[config.mk]
export PLATFORM = sky130hd
export DESIGN_NAME = ghost_dir_ctrl
export DESIGN_NICKNAME = d
export VERILOG_FILES = /design/src/rtl/ghost_dir_ctrl.sv
export SDC_FILE = /design/constraint.sdc
export NUM_CORES = 1
export LEC_CHECK = 0
export ABC_AREA = 1
export BUFFER_PORTS_ARGS = -buffer_cell sky130_fd_sc_hd__buf_4
export CELL_PAD_IN_SITES_DETAIL_PLACEMENT = 1
export CELL_PAD_IN_SITES_GLOBAL_PLACEMENT = 1
export CORE_MARGIN = 2
export CORE_UTILIZATION = 41
export CTS_CLUSTER_DIAMETER = 50
export DETAILED_ROUTE_END_ITERATION = 8
export GPL_TIMING_DRIVEN = 0
export PLACE_DENSITY_LB_ADDON = 0.08
export SLEW_MARGIN = 30
export SYNTH_ARGS = -nofsm -noshare
export SYNTH_HDL_FRONTEND = slang
export SYNTH_SLANG_ARGS = --single-unit
export TNS_END_PERCENT = 1
[constraint.sdc]
create_clock -name clk -period 2 [get_ports clk]
set_input_delay 0.4 -clock clk [delete_from_list [all_inputs] [get_ports clk]]
set_output_delay 0.4 -clock clk [all_outputs]
set_load 0.01 [all_outputs]
[src/rtl/ghost_dir_ctrl.sv]
// ghost_dir_ctrl: per-frame direction decision for one ghost.
//
// Runs the SCATTER / CHASE / FRIGHT behaviour-mode machine on frame timers.
// Tracks which axis the ghost is travelling on. Once per frame it produces a
// preferred turn sign toward the current target, for the movement block
// downstream.
//
// Ports:
//   clk           in   system clock
//   reset         in   synchronous active-high reset
//   startOfFrame  in   one-clock pulse per frame
//   ghostX/ghostY in   ghost top-left position (signed pixels)
//   pacX/pacY     in   Pac-Man top-left position (signed pixels)
//   power_pellet  in   one-clock pulse, Pac-Man ate a power pellet
//   rnd_dir       out  bit0 turn sign (1 = +axis), bit1 = |dy| > |dx|
//   mode          out  00 SCATTER, 01 CHASE, 10 FRIGHT
//   frightened    out  high while in FRIGHT
//   fright_ending out  high in FRIGHT once remaining frames <= FRIGHT_WARN
module ghost_dir_ctrl #(
    parameter int unsigned SCATTER_FRAMES = 210,
    parameter int unsigned CHASE_FRAMES   = 600,
    parameter int unsigned FRIGHT_FRAMES  = 180,
    parameter int unsigned FRIGHT_WARN    = 60,
    parameter int          SCATTER_X      = 600,
    parameter int          SCATTER_Y      = 20,
    parameter logic [15:0] LFSR_SEED      = 16'hACE1
) (
    input  logic               clk,
    input  logic               reset,
    input  logic               startOfFrame,
    input  logic signed [10:0] ghostX,
    input  logic signed [10:0] ghostY,
    input  logic signed [10:0] pacX,
    input  logic signed [10:0] pacY,
    input  logic               power_pellet,
    output logic [1:0]         rnd_dir,
    output logic [1:0]         mode,
    output logic               frightened,
    output logic               fright_ending
);

    localparam int unsigned CntW = 16;
    // Galois taps for x^16 + x^14 + x^13 + x^11 + 1 (right-shifting form).
    localparam logic [15:0] LfsrTaps = 16'hB400;

    typedef enum logic [1:0] {
        ModeScatter = 2'b00,
        ModeChase   = 2'b01,
        ModeFright  = 2'b10
    } mode_e;

    typedef enum logic [1:0] {
        PipeIdle = 2'b00,
        PipeD2   = 2'b01,
        PipeD3   = 2'b10
    } pipe_e;

    // Mode machine state
    mode_e            mode_q, mode_d;
    logic [CntW-1:0]  cnt_q, cnt_d;
    logic             frightened_q, frightened_d;
    logic             fright_ending_q, fright_ending_d;
    logic [31:0]      fright_left;

    // LFSR
    logic [15:0]      lfsr_q, lfsr_d;

    // Decision pipeline
    pipe_e              pipe_q, pipe_d;
    logic signed [10:0] gx_q, gx_d, gy_q, gy_d;
    logic signed [10:0] tx_q, tx_d, ty_q, ty_d;
    logic signed [10:0] prev_x_q, prev_x_d, prev_y_q, prev_y_d;
    logic               moving_x_q, moving_x_d;
    logic               dec_fright_q, dec_fright_d;
    logic [11:0]        dx_q, dx_d, dy_q, dy_d;
    logic [11:0]        adx_q, adx_d, ady_q, ady_d;
    logic [1:0]         rnd_dir_q, rnd_dir_d;

    logic [11:0]        dx_w, dy_w, sel_w;

    // ------------------------------------------------------------------
    // Mode machine. A pellet overrides the frame tick in the same clock.
    // ------------------------------------------------------------------
    always_comb begin
        mode_d = mode_q;
        cnt_d  = cnt_q;
        if (power_pellet) begin
            mode_d = ModeFright;
            cnt_d  = '0;
        end else if (startOfFrame) begin
            unique case (mode_q)
                ModeScatter: begin
                    if (cnt_q == CntW'(SCATTER_FRAMES - 1)) begin
                        mode_d = ModeChase;
                        cnt_d  = '0;
                    end else begin
                        cnt_d = cnt_q + CntW'(1);
                    end
                end
                ModeChase: begin
                    if (cnt_q == CntW'(CHASE_FRAMES - 1)) begin
                        mode_d = ModeScatter;
                        cnt_d  = '0;
                    end else begin
                        cnt_d = cnt_q + CntW'(1);
                    end
                end
                ModeFright: begin
                    if (cnt_q == CntW'(FRIGHT_FRAMES - 1)) begin
                        mode_d = ModeChase;
                        cnt_d  = '0;
                    end else begin
                        cnt_d = cnt_q + CntW'(1);
                    end
                end
                default: begin
                    mode_d = ModeScatter;
                    cnt_d  = '0;
                end
            endcase
        end
    end

    // Counter never exceeds FRIGHT_FRAMES-1 while in FRIGHT, so no underflow.
    assign fright_left     = FRIGHT_FRAMES - 32'd1 - 32'(cnt_d);
    assign frightened_d    = (mode_d == ModeFright);
    assign fright_ending_d = frightened_d && (fright_left <= FRIGHT_WARN);

    // ------------------------------------------------------------------
    // LFSR: free-running, self-recovers from the all-zero lock-up state.
    // ------------------------------------------------------------------
    always_comb begin
        if (lfsr_q == 16'h0000) begin
            lfsr_d = LFSR_SEED;
        end else begin
            lfsr_d = {1'b0, lfsr_q[15:1]} ^ (lfsr_q[0] ? LfsrTaps : 16'h0000);
        end
    end

    // ------------------------------------------------------------------
    // Decision pipeline: D1 latch, D2 differences, D3 register rnd_dir.
    // ------------------------------------------------------------------
    // Sign-extend to 12 bits; the difference of two 11-bit values cannot overflow.
    assign dx_w  = {tx_q[10], tx_q} - {gx_q[10], gx_q};
    assign dy_w  = {ty_q[10], ty_q} - {gy_q[10], gy_q};
    assign sel_w = moving_x_q ? dy_q : dx_q;

    always_comb begin
        pipe_d       = pipe_q;
        gx_d         = gx_q;
        gy_d         = gy_q;
        tx_d         = tx_q;
        ty_d         = ty_q;
        prev_x_d     = prev_x_q;
        prev_y_d     = prev_y_q;
        moving_x_d   = moving_x_q;
        dec_fright_d = dec_fright_q;
        dx_d         = dx_q;
        dy_d         = dy_q;
        adx_d        = adx_q;
        ady_d        = ady_q;
        rnd_dir_d    = rnd_dir_q;

        unique case (pipe_q)
            PipeIdle: begin
                if (startOfFrame) begin
                    pipe_d       = PipeD2;
                    gx_d         = ghostX;
                    gy_d         = ghostY;
                    dec_fright_d = (mode_q == ModeFright);
                    if (mode_q == ModeScatter) begin
                        tx_d = 11'(SCATTER_X);
                        ty_d = 11'(SCATTER_Y);
                    end else if (mode_q == ModeChase) begin
                        tx_d = pacX;
                        ty_d = pacY;
                    end
                    // Axis inference: X motion wins; no motion keeps the last axis.
                    if (ghostX != prev_x_q) begin
                        moving_x_d = 1'b1;
                    end else if (ghostY != prev_y_q) begin
                        moving_x_d = 1'b0;
                    end
                    prev_x_d = ghostX;
                    prev_y_d = ghostY;
                end
            end
            PipeD2: begin
                pipe_d = PipeD3;
                dx_d   = dx_w;
                dy_d   = dy_w;
                adx_d  = dx_w[11] ? (~dx_w + 12'd1) : dx_w;
                ady_d  = dy_w[11] ? (~dy_w + 12'd1) : dy_w;
            end
            PipeD3: begin
                pipe_d = PipeIdle;
                if (dec_fright_q) begin
                    rnd_dir_d = lfsr_q[1:0];
                end else begin
                    // Turn sign follows the axis perpendicular to travel; ties go random.
                    rnd_dir_d[0] = (sel_w == 12'd0) ? lfsr_q[0] : ~sel_w[11];
                    rnd_dir_d[1] = (ady_q > adx_q);
                end
            end
            default: begin
                pipe_d = PipeIdle;
            end
        endcase
    end

    // ------------------------------------------------------------------
    // State registers
    // ------------------------------------------------------------------
    always_ff @(posedge clk) begin
        if (reset) begin
            mode_q          <= ModeScatter;
            cnt_q           <= '0;
            frightened_q    <= 1'b0;
            fright_ending_q <= 1'b0;
            lfsr_q          <= LFSR_SEED;
            pipe_q          <= PipeIdle;
            gx_q            <= '0;
            gy_q            <= '0;
            tx_q            <= '0;
            ty_q            <= '0;
            prev_x_q        <= ghostX;
            prev_y_q        <= ghostY;
            moving_x_q      <= 1'b1;
            dec_fright_q    <= 1'b0;
            dx_q            <= '0;
            dy_q            <= '0;
            adx_q           <= '0;
            ady_q           <= '0;
            rnd_dir_q       <= 2'b01;
        end else begin
            mode_q          <= mode_d;
            cnt_q           <= cnt_d;
            frightened_q    <= frightened_d;
            fright_ending_q <= fright_ending_d;
            lfsr_q          <= lfsr_d;
            pipe_q          <= pipe_d;
            gx_q            <= gx_d;
            gy_q            <= gy_d;
            tx_q            <= tx_d;
            ty_q            <= ty_d;
            prev_x_q        <= prev_x_d;
            prev_y_q        <= prev_y_d;
            moving_x_q      <= moving_x_d;
            dec_fright_q    <= dec_fright_d;
            dx_q            <= dx_d;
            dy_q            <= dy_d;
            adx_q           <= adx_d;
            ady_q           <= ady_d;
            rnd_dir_q       <= rnd_dir_d;
        end
    end

    assign rnd_dir       = rnd_dir_q;
    assign mode          = mode_q;
    assign frightened    = frightened_q;
    assign fright_ending = fright_ending_q;

endmodule
==> impl_metrics.json, run 1 <==
{
  "status": "finished with violations",
  "violations": "setup timing",
  "place_inst": 1401,
  "ys_types": 48,
  "synthMuxAreaShare_pct": 0,
  "insertion_delay_ns": 0.43,
  "die_height_um": 145,
  "whs_path_depth": 1,
  "cts_buffers": 17,
  "layout_commonest_cell": "nand2_1",
  "critPathMostFrequentCell": "nand2_1",
  "p_leak_uw": 0.00432,
  "initialDrtViolationCount": 415,
  "hold_violations": 0,
  "rrSetupSlack_ns": -0.32,
  "syn-cell-area_um2": 8140,
  "drive_above_1_share_pct": 22.1,
  "fmax_mhz": 431,
  "clock_path_buffers": 2,
  "wl_per_cell_um": 17.7,
  "pre_cts_slack_ns": -0.577,
  "rsz0062_at_grt": "true",
  "slew-limit-headroom_pct": 52.8,
  "synth_compound_area_share_pct": 13.8,
  "utilization_pct": 52.4,
  "cp_max_fo": 3,
  "grt.overflow.total": 0,
  "grt_pass1_wl_um": 41300,
  "endpoint_kind": "register",
  "syn_to_final_growth_pct": 25.2,
  "remaining_drc_errors": 0,
  "synth_xor_area_share_pct": 5.21,
  "fin_crit_sh_pct": 116,
  "fin_skew_ns": 0.0110,
  "port_buffers": 52,
  "cap_violations": 0,
  "criticalPathCategory": "reg2reg",
  "peakVddDrop_mv": 0.579,
  "rows": 51,
  "whs_ns": 0.149,
  "postRouteAntennaNets": 0,
  "synth_edf_count": 22,
  "syn-instance-count": 1084,
  "postSynth.asyncResetShare_pct": 0,
  "final_cells": 1462,
  "finalCriticalPeriod_ns": 2.32,
  "crit_arrival_ns": 2.64,
  "slew_viol_final": 0,
  "worstPathRequired_ns": 2.32,
  "holdBufCountCts": 0,
  "worstHoldStart": "ghostY[5]",
  "crit_path_top_delay_cell": "fa_2",
  "ios": 54,
  "reg2reg_from": "tx_q[0]$_SDFFE_PP0P_",
  "finalWorstSetupSlack_ns": -0.320,
  "setup_viol_count_final": 28,
  "dpl-instance-area_um2": 8890,
  "root_buffer": "clkbuf_16",
  "post_drt_via_cell_ratio": 5.20,
  "nets": 1272,
  "diodes": 0,
  "synth_seq_cells": 154,
  "critPathMaxStageDelay_ns": 0.39,
  "start_util_pct": 41.8,
  "clock-sinks": 154,
  "powerDensity_nw_per_um2": 905,
  "drtPass1Iterations": 5,
  "startpoint_type": "register",
  "ys.flop_type": "dfxtp_1",
  "grt_start_max_net_pins": 32,
  "die_w_um": 145,
  "crit_chain": "inv_2 -> ha_4 -> inv_2 -> fa_2 -> buf_4 -> nand4_1 -> nand2_1 -> xnor2_4 -> nand2_1 -> inv_1 -> nand4_1 -> nand3_1 -> nand2_1 -> nor2_1 -> nor2_1",
  "grt_util_all_layers_pct": 24.7,
  "vias": 7608,
  "seq_area_frac_synth_pct": 40.6,
  "dieArea_um2": 21000,
  "core_um2": 19500,
  "cts_max_level": 4,
  "tightest_slew_ns": 0.708,
  "cts_tree": "done",
  "synth_nets": 1172,
  "critPathTopFamily": "simple AND/OR/NAND/NOR gates",
  "mostFrequentLayoutCells": "208 x nand2_1, 124 x inv_1, 121 x dfxtp_1",
  "hold_path_end": "prev_y_q[5]$_DFFE_PP_",
  "drt_wl_total_um": 25900,
  "synth_top_family_by_area": "simple AND/OR/NAND/NOR gates",
  "clk_pin_slew_ns": 0.08,
  "reg2reg_depth": 15,
  "synthSimpleGateAreaFrac_pct": 25.8,
  "dp_hpwl_um": 18400,
  "grt_antenna_before_repair": 0,
  "grt_pass1_vias": 7763,
  "ys_warn_count": 0,
  "fin_area_um2": 10200,
  "gp_congestion": 0.802,
  "cp_num_buf_inv": 4,
  "yosys.area_share.adder_pct": 6.33,
  "syn_area_per_cell_um2": 7.51,
  "r2r_end": "adx_q[10]$_SDFFE_PP0N_",
  "hold_path_class": "in2reg"
}
[how the worst max path moves through the flow]
stage	start	endpoint	slack, ns	cells past startpoint
2_1_floorplan	ty_q[0]$_SDFFE_PP0P_	ady_q[9]$_SDFFE_PP0N_	-0.10	16
3_3_place_gp	reset	prev_y_q[5]$_DFFE_PP_	-0.56	4
3_5_place_dp	gy_q[0]$_SDFFE_PP0P_	ady_q[9]$_SDFFE_PP0N_	-0.58	15
4_1_cts	tx_q[0]$_SDFFE_PP0P_	adx_q[9]$_SDFFE_PP0N_	-0.33	16
5_1_grt	gx_q[6]$_SDFFE_PP0P_	adx_q[5]$_SDFFE_PP0N_	-0.54	15
6_report	tx_q[0]$_SDFFE_PP0P_	adx_q[10]$_SDFFE_PP0N_	-0.32	15
[cells in the mapped netlist (7+ instances only)]
cell / number / area share [%]
a21oi_1: 96 / 5.9
clkbuf_1: 24 / 1.1
dfxtp_1: 132 / 32
edfxtp_1: 22 / 8.1
ha_1: 38 / 5.8
inv_1: 137 / 6.3
inv_2: 9 / 0.41
nand2_1: 217 / 10
nand3_1: 55 / 3.4
nand4_1: 26 / 2.0
nor2_1: 108 / 5.0
nor2_2: 11 / 0.85
nor3_1: 11 / 0.68
nor4_1: 12 / 0.92
o211ai_1: 8 / 0.74
o21ai_0: 63 / 3.9
o21ai_1: 7 / 0.43
o22ai_1: 7 / 0.54
or2_2: 7 / 0.54
xnor2_1: 15 / 1.6
xor2_1: 21 / 2.3
[power breakdown]
group          leakage, µW  total [µW]  internal (µW)  switching (µW)
sequential         0.00131        3460           3340             120
clock             0.000293        3370           1800            1570
combinational      0.00272        2400            967            1430
[through the flow]
| step | TNS (ns) | power, µW |
|---|---|---|
| after CTS | -5.12 | 9010 |
| after global placement | -34.82 | 5340 |
| after detailed placement | -37.75 | 5390 |
| after floorplan | -0.403 | 4800 |
| final | -5.46 | 9230 |
| after global routing | -10.67 | 9690 |
[layout make-up]
cell class / count / area, µm²
buffer: 30 / 128
clock buffer: 17 / 425
clock inverter: 15 / 171
fill: 2369 / 9260
inverter: 147 / 562
multi-input combinational: 753 / 4640
sequential: 154 / 3320
tap: 265 / 332
timing repair buffer: 81 / 621
[cell families (layout without fill, tap and decap cells)]
family	Yosys count	count (layout)
flip-flops	154	154
adder cells (fa/ha/maj)	40	40
buffers and inverters	177	290
AND/OR/NAND/NOR	468	468
XOR/XNOR	42	42
AO/OA/AOI/OAI	203	203
[per-layer routing]
metal | wire (µm) | global-route usage [%] | vias up
met5 | 0 | 0 | -
met4 | 409 | 6.19 | 0
met3 | 774 | 3.96 | 28
met2 | 12400 | 41.0 | 122
met1 | 12300 | 33.6 | 3697
li1 | - | - | 3761
[flip-flops by register name, summed over array words and instances, names as in the netlist]
signal / flops
gy_q: 11
mode: 2
prev_y_q: 11
fright_ending: 1
moving_x_q: 1
pipe_q: 2
cnt_q: 16
prev_x_q: 11
tx_q: 11
dy_q: 12
dec_fright_q: 1
adx_q: 11
rnd_dir: 2
ady_q: 11
dx_q: 12
frightened: 1
gx_q: 11
lfsr_q: 16
ty_q: 11
[repair_timing]
action                     CTS  global route
gates resized for setup     77            39
setup endpoints to repair   83            44
pin swaps                   20            17
buffers inserted            17            12
Note: power is estimated with default switching activity, not from simulation.
==> run 2: changes to the inputs <==
Settings changed: ABC_AREA 1 to unset, CORE_UTILIZATION 41 to 42, MAX_ROUTING_LAYER set to met4.
==> impl_metrics.json, run 2 <==
{
  "status": "finished with violations",
  "violations": "setup timing",
  "synth_seq_cells": 154,
  "yosys-top-cells-area": "dfxtp_1 33%, edfxtp_1 8.3%, nand2_1 6.5%",
  "dieArea_um2": 20100,
  "fmax_mhz": 342,
  "drtPass1Iterations": 5,
  "seq_area_frac_synth_pct": 41.5,
  "layout_commonest_cell": "nand2_1",
  "insertion_delay_ns": 0.43,
  "top_regs": "cnt_q: 16 flops, lfsr_q: 16 flops",
  "grt_antenna_before_repair": 0,
  "clk_pin_slew_ns": 0.07,
  "root_buffer": "clkbuf_16",
  "mostFrequentLayoutCells": "135 x nand2_1, 130 x dfxtp_1, 88 x a21oi_1",
  "clock-sinks": 154,
  "port_buffers": 52,
  "cts_buffers": 17,
  "comb_power_share_pct": 21.2,
  "power_uw": 8600,
  "post_drt_via_cell_ratio": 5.50,
  "wl_per_cell_um": 18.2,
  "swShare_pct": 30.7,
  "power.internal_uw": 5960,
  "clock_path_buffers": 2,
  "holdBufCountCts": 0,
  "finalWorstSetupSlack_ns": -0.926,
  "cts_max_level": 4,
  "fillers": 2221,
  "cp_max_fo": 5,
  "synth_compound_area_share_pct": 16.6,
  "yosys.area_share.adder_pct": 6.48,
  "core_um2": 18600,
  "gp_congestion": 0.854,
  "ys_types": 65,
  "grt_start_max_net_pins": 24,
  "syn_area_per_cell_um2": 8.34,
  "fin_skew_ns": 0.0159,
  "crit_arrival_ns": 3.27,
  "clkPwrFrac_pct": 38.9,
  "postRouteAntennaNets": 0,
  "crit_path_top_delay_cell": "or4b_2",
  "endpoint_kind": "register",
  "die_w_um": 142,
  "hold_violations": 0,
  "die_height_um": 142,
  "rows": 50,
  "drive_above_1_share_pct": 14.7,
  "nets": 1114,
  "syn-instance-count": 954,
  "worstPathRequired_ns": 2.34,
  "initialDrtViolationCount": 298,
  "startpoint_type": "register",
  "grt_pass1_vias": 7143,
  "synth_nets": 1042,
  "syn_to_final_growth_pct": 20.3,
  "dp_hpwl_um": 17400,
  "powerDensity_nw_per_um2": 898,
  "tightest_slew_ns": 0.756,
  "criticalPathCategory": "reg2reg",
  "utilization_pct": 51.4,
  "seq_power_share_pct": 39.9,
  "ys.flop_type": "dfxtp_1",
  "postSynth.asyncResetShare_pct": 0,
  "synth_edf_count": 22,
  "synthMuxAreaShare_pct": 0.755,
  "yosysTopAreaCellShare_pct": 33.2,
  "diodes": 0,
  "crit_chain": "inv_1 -> ha_1 -> nor2b_1 -> o31a_1 -> or4b_2 -> nand3_2 -> nor4_2 -> nor3b_2 -> or3_1 -> a311oi_1",
  "multi_input_area_um2": 4550,
  "cts_tree": "done",
  "grt_util_all_layers_pct": 24.8,
  "synth.most_common_cell": "nand2_1",
  "setup_viol_count_final": 64,
  "rsz0062_at_grt": "true",
  "hold_path_class": "in2reg",
  "power_switching_uw": 2640,
  "fin_crit_sh_pct": 146,
  "cap_violations": 0,
  "rrSetupSlack_ns": -0.93,
  "drt_wl_total_um": 23200,
  "synth_xor_area_share_pct": 6.05,
  "slew_viol_final": 0,
  "peakVddDrop_mv": 0.611,
  "ys_warn_count": 0,
  "p_leak_uw": 0.00362,
  "syn-cell-area_um2": 7960,
  "ff_latch_area_um2": 3310,
  "ys_top_cells_by_count": "137 x nand2_1, 132 x dfxtp_1, 91 x a21oi_1, 62 x nor2_1, 56 x inv_1",
  "start_util_pct": 42.7,
  "synthSimpleGateAreaFrac_pct": 23.5,
  "grt_pass1_wl_um": 37700,
  "finalCriticalPeriod_ns": 2.93,
  "ios": 54,
  "grt.overflow.total": 0,
  "synth_top_family_by_area": "simple AND/OR/NAND/NOR gates",
  "slew-limit-headroom_pct": 49.6,
  "vias": 7005,
  "critPathMaxStageDelay_ns": 0.64,
  "remaining_drc_errors": 0,
  "yosysTopAreaCell": "dfxtp_1"
}
## run 2: cell types whose count changed in the layout (fill, tap and decap cells not counted), sizes merged, moves of 14 or more
cell	before	now
inv	159	65
nand2	224	137
nor2	121	62
o21ai	70	43
buf	87	62
nand4	27	6
nand3	62	43
clkbuf	41	56
a211oi	0	14
## run 2: layout make-up
cell class                 instances  share of cell area (%)
inverter                          56                    2.19
sequential                       154                    34.5
timing repair buffer              54                    4.23
clock buffer                      17                    4.44
tap                              234                    3.06
buffer                            47                    2.25
multi-input combinational        696                    47.5
clock inverter                    15                    1.84
## run 2: critical path: cells and delay by family, from the launching register on
kind,cells,cell delay (ns)
compound gates,2,0.56
simple gates,6,1.57
fa+ha+maj,1,0.29
buf+inv,1,0.08
flops,1,0.33
## run 2: logic make-up after synthesis
logic type      after synthesis
fa+ha+maj                    40
simple gates                379
buf+inv                     104
xor+xnor                     55
flops                       154
compound gates              216
mux                           6
## run 2: timing repair
| action | 4_1_cts | 5_1_grt |
|---|---|---|
| setup buffers | 2 | 0 |
| endpoints found under the setup margin | 99 | 113 |
| gates resized for setup | 49 | 18 |
| pin swaps | 17 | 6 |
| endpoints found under the hold margin | 0 | 0 |
## run 2: path summary, 6_finish.rpt
kind         depth (start not counted)                endpoint            startpoint
min reg2reg                          1    lfsr_q[6]$_SDFF_PP1_  lfsr_q[7]$_SDFF_PP1_
min                                  1   prev_y_q[7]$_DFFE_PP_             ghostY[7]
max                                 10  ady_q[10]$_SDFFE_PP0N_  gy_q[1]$_SDFFE_PP0P_
max reg2reg                         10  ady_q[10]$_SDFFE_PP0N_  gy_q[1]$_SDFFE_PP0P_
## run 2: power by group through the flow
stage	clock network [µW]	logic, µW	registers (µW)
global placement	0	1620	3490
floorplan	0	1160	3460
finish	3350	1820	3430
global route	3550	2040	3450
CTS	3410	1790	3430
detailed placement	0	1650	3500
## run 2: stage by stage
stage	hold slack (ns)	area, µm²	setup slack [ns]	instances	TNS [ns]
after floorplan	0.411	7990	-0.760	954	-13.58
after detailed placement	0.430	8670	-1.06	1240	-69.55
after global routing	0.151	9580	-1.08	1273	-34.10
final	0.161	9580	-0.926	1273	-22.24
after global placement	0.434	8670	-1.01	1240	-67.19
after CTS	0.153	9490	-0.928	1273	-21.70
## run 2: per-layer routing
metal	GRT usage, %	part of all wire, %
met1	33.5	50
met2	40.0	46
met3	3.58	2.7
met4	5.11	1.2
met5	-	0
